==> config.mk <==
export PLATFORM = sky130hd
export DESIGN_NAME = convolution
export DESIGN_NICKNAME = d
export VERILOG_FILES = /design/src/rtl/convolution.sv
export SDC_FILE = /design/constraint.sdc
export NUM_CORES = 1
export LEC_CHECK = 0
export BUFFER_PORTS_ARGS = -buffer_cell sky130_fd_sc_hd__buf_2
export CAP_MARGIN = 20
export CORE_AREA = 2 2 76 78
export DETAILED_ROUTE_END_ITERATION = 8
export DIE_AREA = 0 0 78 80
export GPL_TIMING_DRIVEN = 0
export MAX_ROUTING_LAYER = met4
export PLACE_DENSITY_LB_ADDON = 0.1
export SLEW_MARGIN = 20
export SYNTH_ARGS = -nofsm -noshare
export SYNTH_HDL_FRONTEND = slang
export SYNTH_SLANG_ARGS = --single-unit
==> constraint.sdc <==
create_clock -name clk -period 1.4 [get_ports clk]
set_clock_uncertainty 0.2 [all_clocks]
set_input_delay 0.07 -clock clk [delete_from_list [all_inputs] [get_ports clk]]
set_output_delay 0.07 -clock clk [all_outputs]
set_load 0.005 [all_outputs]
==> src/rtl/convolution.sv <==
// Valid-mode 2-D correlation engine: snapshots matrix/kernel on start, emits one output pixel per clock in raster order.
// Optional build macro CONV_RELU_EN clamps negative outputs to zero.
module convolution #(
  parameter int unsigned IMG_SIZE = 4,
  parameter int unsigned K_SIZE   = 2,
  parameter int unsigned DATA_W   = 8,
  parameter int unsigned OUT_W    = 32
) (
  input  logic                     clk,
  input  logic                     rst,
  input  logic                     start,
  input  logic signed [DATA_W-1:0] matrix [0:IMG_SIZE-1][0:IMG_SIZE-1],
  input  logic signed [DATA_W-1:0] kernel [0:K_SIZE-1][0:K_SIZE-1],
  output logic signed [OUT_W-1:0]  out_pixel,
  output logic                     out_valid,
  output logic                     done
);

  localparam int unsigned N      = IMG_SIZE - K_SIZE + 1;
  localparam int unsigned IDX_W  = (IMG_SIZE > 1) ? $clog2(IMG_SIZE) : 1;
  localparam int unsigned KIDX_W = (K_SIZE > 1) ? $clog2(K_SIZE) : 1;
  localparam int unsigned PROD_W = 2 * DATA_W;
  localparam logic [IDX_W-1:0] LAST = IDX_W'(N - 1);

  typedef enum logic [1:0] {
    IDLE    = 2'd0,
    COMPUTE = 2'd1,
    DONE    = 2'd2
  } state_t;

  state_t state, state_d;

  logic [IDX_W-1:0] x_cnt, x_cnt_d;
  logic [IDX_W-1:0] y_cnt, y_cnt_d;
  logic             out_valid_d;
  logic             done_d;
  logic signed [OUT_W-1:0] out_pixel_d;
  logic             load;

  logic signed [DATA_W-1:0] snap_m [0:IMG_SIZE-1][0:IMG_SIZE-1];
  logic signed [DATA_W-1:0] snap_k [0:K_SIZE-1][0:K_SIZE-1];

  logic signed [PROD_W-1:0] prod;
  logic signed [OUT_W-1:0]  acc;
  logic signed [OUT_W-1:0]  pix_c;

  // Multiply-accumulate over the kernel window anchored at (y_cnt, x_cnt)
  always_comb begin
    prod = '0;
    acc  = '0;
    for (int i = 0; i < int'(K_SIZE); i++) begin
      for (int j = 0; j < int'(K_SIZE); j++) begin
        prod = PROD_W'(snap_m[y_cnt + IDX_W'(i)][x_cnt + IDX_W'(j)])
             * PROD_W'(snap_k[KIDX_W'(i)][KIDX_W'(j)]);
        acc  = acc + OUT_W'(prod);
      end
    end
`ifdef CONV_RELU_EN
    pix_c = acc[OUT_W-1] ? '0 : acc;
`else
    pix_c = acc;
`endif
  end

  // Next-state and next-output logic
  always_comb begin
    state_d     = state;
    x_cnt_d     = x_cnt;
    y_cnt_d     = y_cnt;
    out_valid_d = 1'b0;
    done_d      = 1'b0;
    out_pixel_d = out_pixel;
    load        = 1'b0;
    unique case (state)
      IDLE: begin
        if (start) begin
          load    = 1'b1;
          x_cnt_d = '0;
          y_cnt_d = '0;
          state_d = COMPUTE;
        end
      end
      COMPUTE: begin
        out_valid_d = 1'b1;
        out_pixel_d = pix_c;
        if (x_cnt == LAST) begin
          x_cnt_d = '0;
          if (y_cnt == LAST) begin
            y_cnt_d = '0;
            state_d = DONE;
          end else begin
            y_cnt_d = y_cnt + IDX_W'(1);
          end
        end else begin
          x_cnt_d = x_cnt + IDX_W'(1);
        end
      end
      DONE: begin
        done_d  = 1'b1;
        state_d = IDLE;
      end
      default: state_d = IDLE;
    endcase
  end

  // State, output and snapshot registers
  always_ff @(posedge clk or negedge rst) begin
    if (!rst) begin
      state     <= IDLE;
      x_cnt     <= '0;
      y_cnt     <= '0;
      out_valid <= 1'b0;
      done      <= 1'b0;
      out_pixel <= '0;
      for (int r = 0; r < int'(IMG_SIZE); r++)
        for (int c = 0; c < int'(IMG_SIZE); c++)
          snap_m[r][c] <= '0;
      for (int r = 0; r < int'(K_SIZE); r++)
        for (int c = 0; c < int'(K_SIZE); c++)
          snap_k[r][c] <= '0;
    end else begin
      state     <= state_d;
      x_cnt     <= x_cnt_d;
      y_cnt     <= y_cnt_d;
      out_valid <= out_valid_d;
      done      <= done_d;
      out_pixel <= out_pixel_d;
      if (load) begin
        snap_m <= matrix;
        snap_k <= kernel;
      end
    end
  end

endmodule

==> flow_metrics.env, run 1 <==
export IMPL_num_vias=394
export IMPL_fin_cells=170
export IMPL_cts_setup_buffers=0
export IMPL_antenna_cells=0
export IMPL_period_share=0.972
export IMPL_crit_required_ns=1.34
export IMPL_clockBufferDepth=2
export IMPL_ys_types=17
export IMPL_final_cell_mix="buf_4, conb_1, dfrtp_1"
export IMPL_power_share_clock=0.278
export IMPL_wl_per_cell_um=5.60
export IMPL_cts_htree_levels=1
export IMPL_clock_root_buffer="clkbuf_8"
export IMPL_grt_pass1_vias=362
export IMPL_syn_avg_cell_area_sq_um=9.37
export IMPL_seq_power_share=0.397
export IMPL_start_util=0.102
export IMPL_synthXorXnorAreaFrac=0
export IMPL_remaining_drc_errors=0
export IMPL_setup_viol=0
export IMPL_rsz0062_at_grt="true"
export IMPL_synth_compound_area_frac=0.0701
export IMPL_synth_simple_gate_area_frac=0.0860
export IMPL_startpoint_type="flop"
export IMPL_path_clk_slew_ns=0.04
export IMPL_synthMuxAreaShare=0.0204
export IMPL_final_setup_tns_ns=0
export IMPL_p_comb_frac=0.325
export IMPL_gp_congestion=0.647
export IMPL_rows=27
export IMPL_max_freq_ghz=0.735
export IMPL_hold_path_class="in2async"
export IMPL_utilization=0.155
export IMPL_ys_seq_area_frac=0.362
export IMPL_port_buffers=4
export IMPL_power_switching_uw=288
export IMPL_grt_overflow=0
export IMPL_path_class="reg2reg"
export IMPL_numClockSinks=8
export IMPL_dieArea_sq_mm=0.00624
export IMPL_yosys_area_share_adder=0
export IMPL_hold_viol_final=0
export IMPL_firstDrtPassIters=2
export IMPL_nets=263
export IMPL_ys_dominant_reg_cell="dfrtp_1"
export IMPL_cts_made_buffers=3
export IMPL_clkLatencyLatePin_ns=0.22
export IMPL_synthCells=59
export IMPL_fin_crit_ns=1.36
export IMPL_powerDensity_mw_per_mm2=1150
export IMPL_worstPathMaxFanout=3
export IMPL_drive_above_1_share=0.429
export IMPL_status="finished clean"
export IMPL_maxSlewViolCount=0
export IMPL_maxCapViolCount=0
export IMPL_tritoncts="done"
export IMPL_rr_worst_depth=3
export IMPL_arrival_ns=1.31
export IMPL_syn_area_sq_um=553
export IMPL_drt_iter0_markers=20
export IMPL_dp_hpwl_um=851
export IMPL_die_w_um=78
export IMPL_detail_route_vias_per_cell=2.32
export IMPL_syn2layout_area_growth_pct=51.6
export IMPL_die_h_um=80
export IMPL_antenna_left=0
export IMPL_intPower_uw=672
export IMPL_grt_usage=0.0335
export IMPL_dp_cells=166
export IMPL_synth_seq_cells=8
export IMPL_yosys_warnings=0
export IMPL_endpoint_kind="flop"
export IMPL_synth_edff_count=0
export IMPL_grt_pass1_wl_um=1540
export IMPL_antenna_found_initial=0
export IMPL_place_ws_ns=-0.00330
export IMPL_total_leakage_power_nw=0.462
export IMPL_irDropWorstVdd_mv=0.392
export IMPL_wl_um=952
export IMPL_core_sq_mm=0.00541
export IMPL_swShare=0.300
export IMPL_synth_top_family_by_area="buffers and inverters"
export IMPL_fin_ws_ns=0.0387
export IMPL_ios=197
export IMPL_grt_max_degree=9
export IMPL_async_reset_ff_frac=1.00
-- area by class of cell --
cell class,count,area [sq um]
fillers,634,4570
inverters,3,11.3
multi-input cells,47,225
plain buffers,32,240
flip-flops and latches,8,200
clock buffers,3,41.3
well taps,72,90.1
repair buffers,5,30.0
-- registers in the layout, summed over array words and instances (netlist names) --
register and cells:
done 1, out_valid 1, state 2, x_cnt 2, y_cnt 2
-- synth_stat cells (all sizes together), types with 2 or more instances --
| master | count | area share |
|---|---|---|
| dfrtp | 8 | 0.36 |
| buf | 32 | 0.43 |
| inv | 3 | 0.020 |
| nand2b | 2 | 0.023 |
| nor2 | 2 | 0.014 |
-- stage by stage --
stage               power (mW)  hold slack [ns]  area, sq um
finish                   0.960           0.0190          838
global route              1.06           0.0389          838
CTS                      0.971           0.0276          838
detailed placement       0.679           -0.275          779
global placement         0.686           -0.269          779
floorplan                0.607           -0.426          669
-- path summary, 6_finish.rpt --
path / from / endpoint / slack [ns]
max: state[1] / y_cnt[1] / 0.04
min: rst / out_valid / 0.02
max reg2reg: state[1] / y_cnt[1] / 0.04
min reg2reg: state[1] / done / 0.31
max in group asynchronous: rst / y_cnt[0] / 0.82
min in group clk: start / state[0] / 0.05
-- per-layer routing --
layer  track usage  wire [um]  up-vias
met1        0.0319        338      158
met4        0.0263         20        0
met2        0.0526        430       31
met3        0.0158        163        2
met5             -          0        -
li1              -          -      203
-- worst max-delay path, cell delays in order, from the launching register on --
cell	delay (ns)
dfrtp_1	0.37
nand2b_4	0.15
or4_1	0.47
o21ai_1	0.09
-- power by group through the flow --
stage / registers, mW / clock network, mW / logic (mW)
floorplan: 0.366 / 0 / 0.242
global placement: 0.379 / 0 / 0.306
detailed placement: 0.378 / 0 / 0.301
CTS: 0.384 / 0.275 / 0.311
global route: 0.400 / 0.293 / 0.366
finish: 0.381 / 0.267 / 0.312
-- cell families (layout without fill, tap and decap cells) --
kind of cell / count (synthesis) / count (layout)
buf+inv: 35 / 43
mux: 1 / 1
compound gates: 6 / 6
flops: 8 / 8
other cells: 1 / 32
simple gates: 8 / 8
-- what timing repair did --
| item | CTS | global route |
|---|---|---|
| resized for setup | 1 | 1 |
| setup endpoints to repair | 1 | 2 |
| hold endpoints to repair | 8 | 0 |
| hold buffers | 1 | 0 |
Note: power is estimated with default switching activity, not from simulation.
==> run 2, diff against run 1 <==
==> constraint.sdc (replaced) <==
create_clock -name clk -period 1.7 [get_ports clk]
set_clock_uncertainty 0.2 [all_clocks]
set_input_delay 0.085 -clock clk [delete_from_list [all_inputs] [get_ports clk]]
set_output_delay 0.085 -clock clk [all_outputs]
set_load 0.005 [all_outputs]
==> run 2 against run 1 <==
Critical endpoint unchanged; first-iteration DRC count stayed put; critical path type unchanged; register-to-register slack improved by 0.26 ns; sequential power shrank 19%.
==> flow_metrics.env, run 2 (synthesis gave the netlist of run 1 again) <==
export IMPL_status="finished clean"
export IMPL_setup_viol=0
export IMPL_gp_congestion=0.647
export IMPL_clockBufferDepth=2
export IMPL_core_sq_mm=0.00541
export IMPL_maxCapViolCount=0
export IMPL_grt_max_degree=9
export IMPL_drive_above_1_share=0.418
export IMPL_rows=27
export IMPL_tritoncts="done"
export IMPL_startpoint_type="flop"
export IMPL_port_buffers=4
export IMPL_clock_root_buffer="clkbuf_8"
export IMPL_antenna_cells=0
export IMPL_hold_viol_final=0
export IMPL_antenna_found_initial=0
export IMPL_grt_pass1_wl_um=1540
export IMPL_final_setup_tns_ns=0
export IMPL_fin_crit_ns=1.40
export IMPL_irDropWorstVdd_mv=0.323
export IMPL_endpoint_kind="flop"
export IMPL_crit_slowest_cell="or4_1"
export IMPL_drt_iter0_markers=20
export IMPL_start_util=0.102
export IMPL_worstPathMaxFanout=3
export IMPL_cts_htree_levels=1
export IMPL_crit_required_ns=1.63
export IMPL_detail_route_vias_per_cell=2.31
export IMPL_maxSlewViolCount=0
export IMPL_cp_slowest_stage_delay_ns=0.47
export IMPL_die_h_um=80
export IMPL_final_cell_mix="buf_4, conb_1, dfrtp_1"
export IMPL_numClockSinks=8
export IMPL_dp_cells=166
export IMPL_wl_um=953
export IMPL_grt_usage=0.0335
export IMPL_cp_buffers_inverters=0
export IMPL_cts_made_buffers=3
export IMPL_path_class="reg2reg"
export IMPL_dieArea_sq_mm=0.00624
export IMPL_die_w_um=78
export IMPL_antenna_left=0
export IMPL_period_share=0.824
export IMPL_nets=263
export IMPL_grt_overflow=0
export IMPL_clkLatencyLatePin_ns=0.22
export IMPL_num_vias=393
export IMPL_firstDrtPassIters=2
export IMPL_crit_family="simple AND/OR/NAND/NOR gates"
export IMPL_total_leakage_power_nw=0.461
export IMPL_worstPathCellList="nand2b_1 > or4_1 > o21ai_0"
export IMPL_fin_cells=170
export IMPL_ios=197
export IMPL_rsz0062_at_grt="false"
export IMPL_cts_setup_buffers=0
export IMPL_top_regs="state x2, x_cnt x2, y_cnt x2"
export IMPL_wl_per_cell_um=5.61
export IMPL_arrival_ns=1.33
export IMPL_hold_path_class="in2async"
export IMPL_path_clk_slew_ns=0.04
export IMPL_remaining_drc_errors=0
export IMPL_max_freq_ghz=0.714
export IMPL_syn2layout_area_growth_pct=50.2
export IMPL_powerDensity_mw_per_mm2=934
export IMPL_grt_pass1_vias=362
export IMPL_dp_hpwl_um=851
[run 2: cell counts in the layout (fill, tap and decap cells not counted)]
Identical to the previous run, type by type.
[run 2: where the power goes]
| group | internal [mW] | total [mW] | switching (mW) |
|---|---|---|---|
| Clock | 0.153 | 0.220 | 0.0674 |
| Sequential | 0.259 | 0.309 | 0.0505 |
| Combinational | 0.134 | 0.247 | 0.113 |
| Total | 0.545 | 0.776 | 0.231 |
[run 2: what timing repair did]
| item | in CTS | in global routing |
|---|---|---|
| hold endpoints to repair | 8 | 0 |
| hold buffers | 1 | 0 |
| gates resized for setup | 0 | 0 |
[run 2: final cells by class]
cell class,instances,area [sq um]
Tap cell,72,90.1
Timing Repair Buffer,5,30.0
Multi-Input combinational cell,47,218
Inverter,3,11.3
Buffer,32,240
Clock buffer,3,41.3
Fill cell,634,4570
Sequential cell,8,200
[run 2: path summary, 6_finish.rpt]
check,from,endpoint,slack [ns],cells past startpoint
hold reg to reg,state[1],done,0.30,1
setup / recovery,state[1],y_cnt[1],0.30,3
min in group clk,start,state[0],0.06,3
hold / removal,rst,out_valid,0.03,2
setup reg to reg,state[1],y_cnt[1],0.30,3
max in group asynchronous,rst,y_cnt[0],1.10,2
[run 2: routing by layer]
layer / GRT usage / up-vias / part of all wire
met1: 0.0319 / 157 / 0.36
met2: 0.0526 / 31 / 0.45
met5: - / - / 0
li1: - / 203 / -
met4: 0.0263 / 0 / 0.021
met3: 0.0158 / 2 / 0.17
[run 2: worst register-to-register path, cell delays in order (launching register included)]
cell and delay, ns:
dfrtp_1 0.37, nand2b_1 0.18, or4_1 0.47, o21ai_0 0.09
[run 2: stage by stage]
stage          power, mW  utilization  hold WS [ns]  area (sq um)  worst slack (ns)
4_1_cts            0.787        0.154        0.0426           831             0.280
6_report           0.776        0.154        0.0338           831             0.300
5_1_grt            0.858        0.154        0.0539           831             0.216
3_3_place_gp       0.565        0.144        -0.254           779             0.281
2_1_floorplan      0.500            -        -0.411           669             0.393
3_5_place_dp       0.559        0.144        -0.260           779             0.297
==> run 3, diff against run 2 <==
==> constraint.sdc (replaced) <==
create_clock -name clk -period 1.3 [get_ports clk]
set_clock_uncertainty 0.2 [all_clocks]
set_input_delay 0.065 -clock clk [delete_from_list [all_inputs] [get_ports clk]]
set_output_delay 0.065 -clock clk [all_outputs]
set_load 0.005 [all_outputs]
==> run 3 against run 2 <==
The flow now finishes with violations (negative setup slack); clock power grew 35%; via count is 3.6% higher; setup slack worse by 0.34 ns; non-clock buffer count up 3; sequential power rose by 38%; count of clock-buffer cells in the layout unchanged; cell area grew 4.8%; sequential cell count stayed put; largest cell class unchanged.
==> flow_metrics.env, run 3 (synthesis gave the netlist of run 1 again) <==
export IMPL_n_fill_cell=632
export IMPL_detail_route_vias_per_cell=2.35
export IMPL_cp_slowest_stage_delay_ns=0.45
export IMPL_clockBufferDepth=2
export IMPL_antenna_found_initial=0
export IMPL_drt_iter0_markers=19
export IMPL_final_cell_mix="buf_4, conb_1, dfrtp_1"
export IMPL_core_sq_mm=0.00541
export IMPL_maxCapViolCount=0
export IMPL_violations="negative setup slack"
export IMPL_num_vias=407
export IMPL_die_w_um=78
export IMPL_top_regs="state x2, x_cnt x2, y_cnt x2"
export IMPL_crit_slowest_cell="or4_1"
export IMPL_startpoint_type="flop"
export IMPL_dp_hpwl_um=832
export IMPL_endpoint_kind="flop"
export IMPL_path_class="reg2reg"
export IMPL_powerDensity_mw_per_mm2=1300
export IMPL_numClockSinks=8
export IMPL_tritoncts="done"
export IMPL_path_clk_slew_ns=0.04
export IMPL_port_buffers=4
export IMPL_place_ws_ns=-0.0619
export IMPL_die_h_um=80
export IMPL_fin_crit_ns=1.34
export IMPL_wl_um=1010
export IMPL_hold_viol_final=0
export IMPL_start_util=0.102
export IMPL_gp_congestion=0.639
export IMPL_wl_per_cell_um=5.86
export IMPL_rows=27
export IMPL_hold_path_class="in2async"
export IMPL_clock_root_buffer="clkbuf_8"
export IMPL_worstPathCellList="nand2b_4 > or4_1 > o21ai_1"
export IMPL_arrival_ns=1.29
export IMPL_dieArea_sq_mm=0.00624
export IMPL_total_leakage_power_nw=0.484
export IMPL_maxSlewViolCount=0
export IMPL_clkLatencyLatePin_ns=0.23
export IMPL_grt_usage=0.0335
export IMPL_status="complete, but fails checks"
export IMPL_nets=266
export IMPL_antenna_cells=0
export IMPL_cts_htree_levels=1
export IMPL_syn2layout_area_growth_pct=57.5
export IMPL_grt_pass1_wl_um=1500
export IMPL_remaining_drc_errors=0
export IMPL_grt_pass1_vias=352
export IMPL_antenna_left=0
export IMPL_rsz0062_at_grt="true"
export IMPL_cts_made_buffers=3
export IMPL_ios=197
export IMPL_max_freq_ghz=0.749
export IMPL_rrSetupSlack_ns=-0.04
export IMPL_drive_above_1_share=0.475
export IMPL_firstDrtPassIters=3
export IMPL_grt_max_degree=9
export IMPL_power_mw=1.14
export IMPL_setup_viol=1
export IMPL_worstPathMaxFanout=3
export IMPL_final_common_cell="buf_4"
export IMPL_grt_overflow=0
export IMPL_irDropWorstVdd_mv=0.464
export IMPL_fin_ws_ns=-0.0356
export IMPL_crit_required_ns=1.25
export IMPL_period_share=1.03
==> run 3: cell types whose count changed in the layout (fill, tap and decap cells not counted) <==
cell,before,now
dfrtp_1,8,7
nand2b_4,0,1
nor3b_2,0,1
buf_4,32,35
o21bai_2,0,1
nand2b_1,2,1
dfrtp_2,0,1
nor3b_1,1,0
o21ai_0,1,0
o21ai_1,0,1
o21bai_1,1,0
==> run 3: final cells by class <==
| type | count | area, sq um | area share |
|---|---|---|---|
| buffer | 32 | 240 | 0.276 |
| clock buffer | 3 | 41.3 | 0.0474 |
| inverter | 3 | 11.3 | 0.0129 |
| multi-input combinational | 47 | 234 | 0.269 |
| sequential | 8 | 201 | 0.231 |
| tap | 72 | 90.1 | 0.103 |
| timing repair buffer | 8 | 52.6 | 0.0603 |
==> run 3: final timing paths <==
| path | startpoint | endpoint | cells after the start |
|---|---|---|---|
| max in group asynchronous | rst | state[0] | 2 |
| worst max-delay path | state[1] | y_cnt[1] | 3 |
| worst min-delay path | rst | done | 2 |
| min in group clk | start | state[0] | 3 |
| worst max register to register | state[1] | y_cnt[1] | 3 |
| worst min register to register | y_cnt[1] | y_cnt[0] | 1 |
==> run 3: power breakdown <==
group          switching (mW)  total (mW)  internal, mW
logic                   0.170       0.414         0.244
registers              0.0847       0.425         0.340
clock network          0.0959       0.296         0.200
==> run 3: critical path, delay by kind of cell, from the launching register on <==
family | cells | cell delay (ns)
flip-flops | 1 | 0.38
AND/OR/NAND/NOR | 2 | 0.60
AO/OA/AOI/OAI | 1 | 0.08
==> run 3: metal layers <==
metal,up-vias,track usage,share of wire
met5,-,-,0
met4,0,0.0263,0.018
met3,2,0.0181,0.15
met2,30,0.0483,0.42
met1,168,0.0340,0.41
li1,207,-,-
==> run 3: repair_timing <==
action / 4_1_cts / 5_1_grt
endpoints found under the setup margin: 1 / 3
hold buffers: 1 / 0
gates resized for setup: 1 / 3
buffers inserted: 1 / 2
hold endpoints to repair: 8 / 0
==> run 3: through the flow <==
step / utilization / setup TNS (ns) / cell area (sq um) / hold slack (ns) / std cells
2_1_floorplan: - / 0 / 677 / -0.431 / 90
3_3_place_gp: 0.146 / -0.0687 / 787 / -0.274 / 166
3_5_place_dp: 0.146 / -0.0619 / 787 / -0.279 / 166
4_1_cts: 0.156 / -0.0485 / 846 / 0.0206 / 171
5_1_grt: 0.161 / -0.0730 / 871 / 0.0371 / 173
6_report: 0.161 / -0.0356 / 871 / 0.0143 / 173
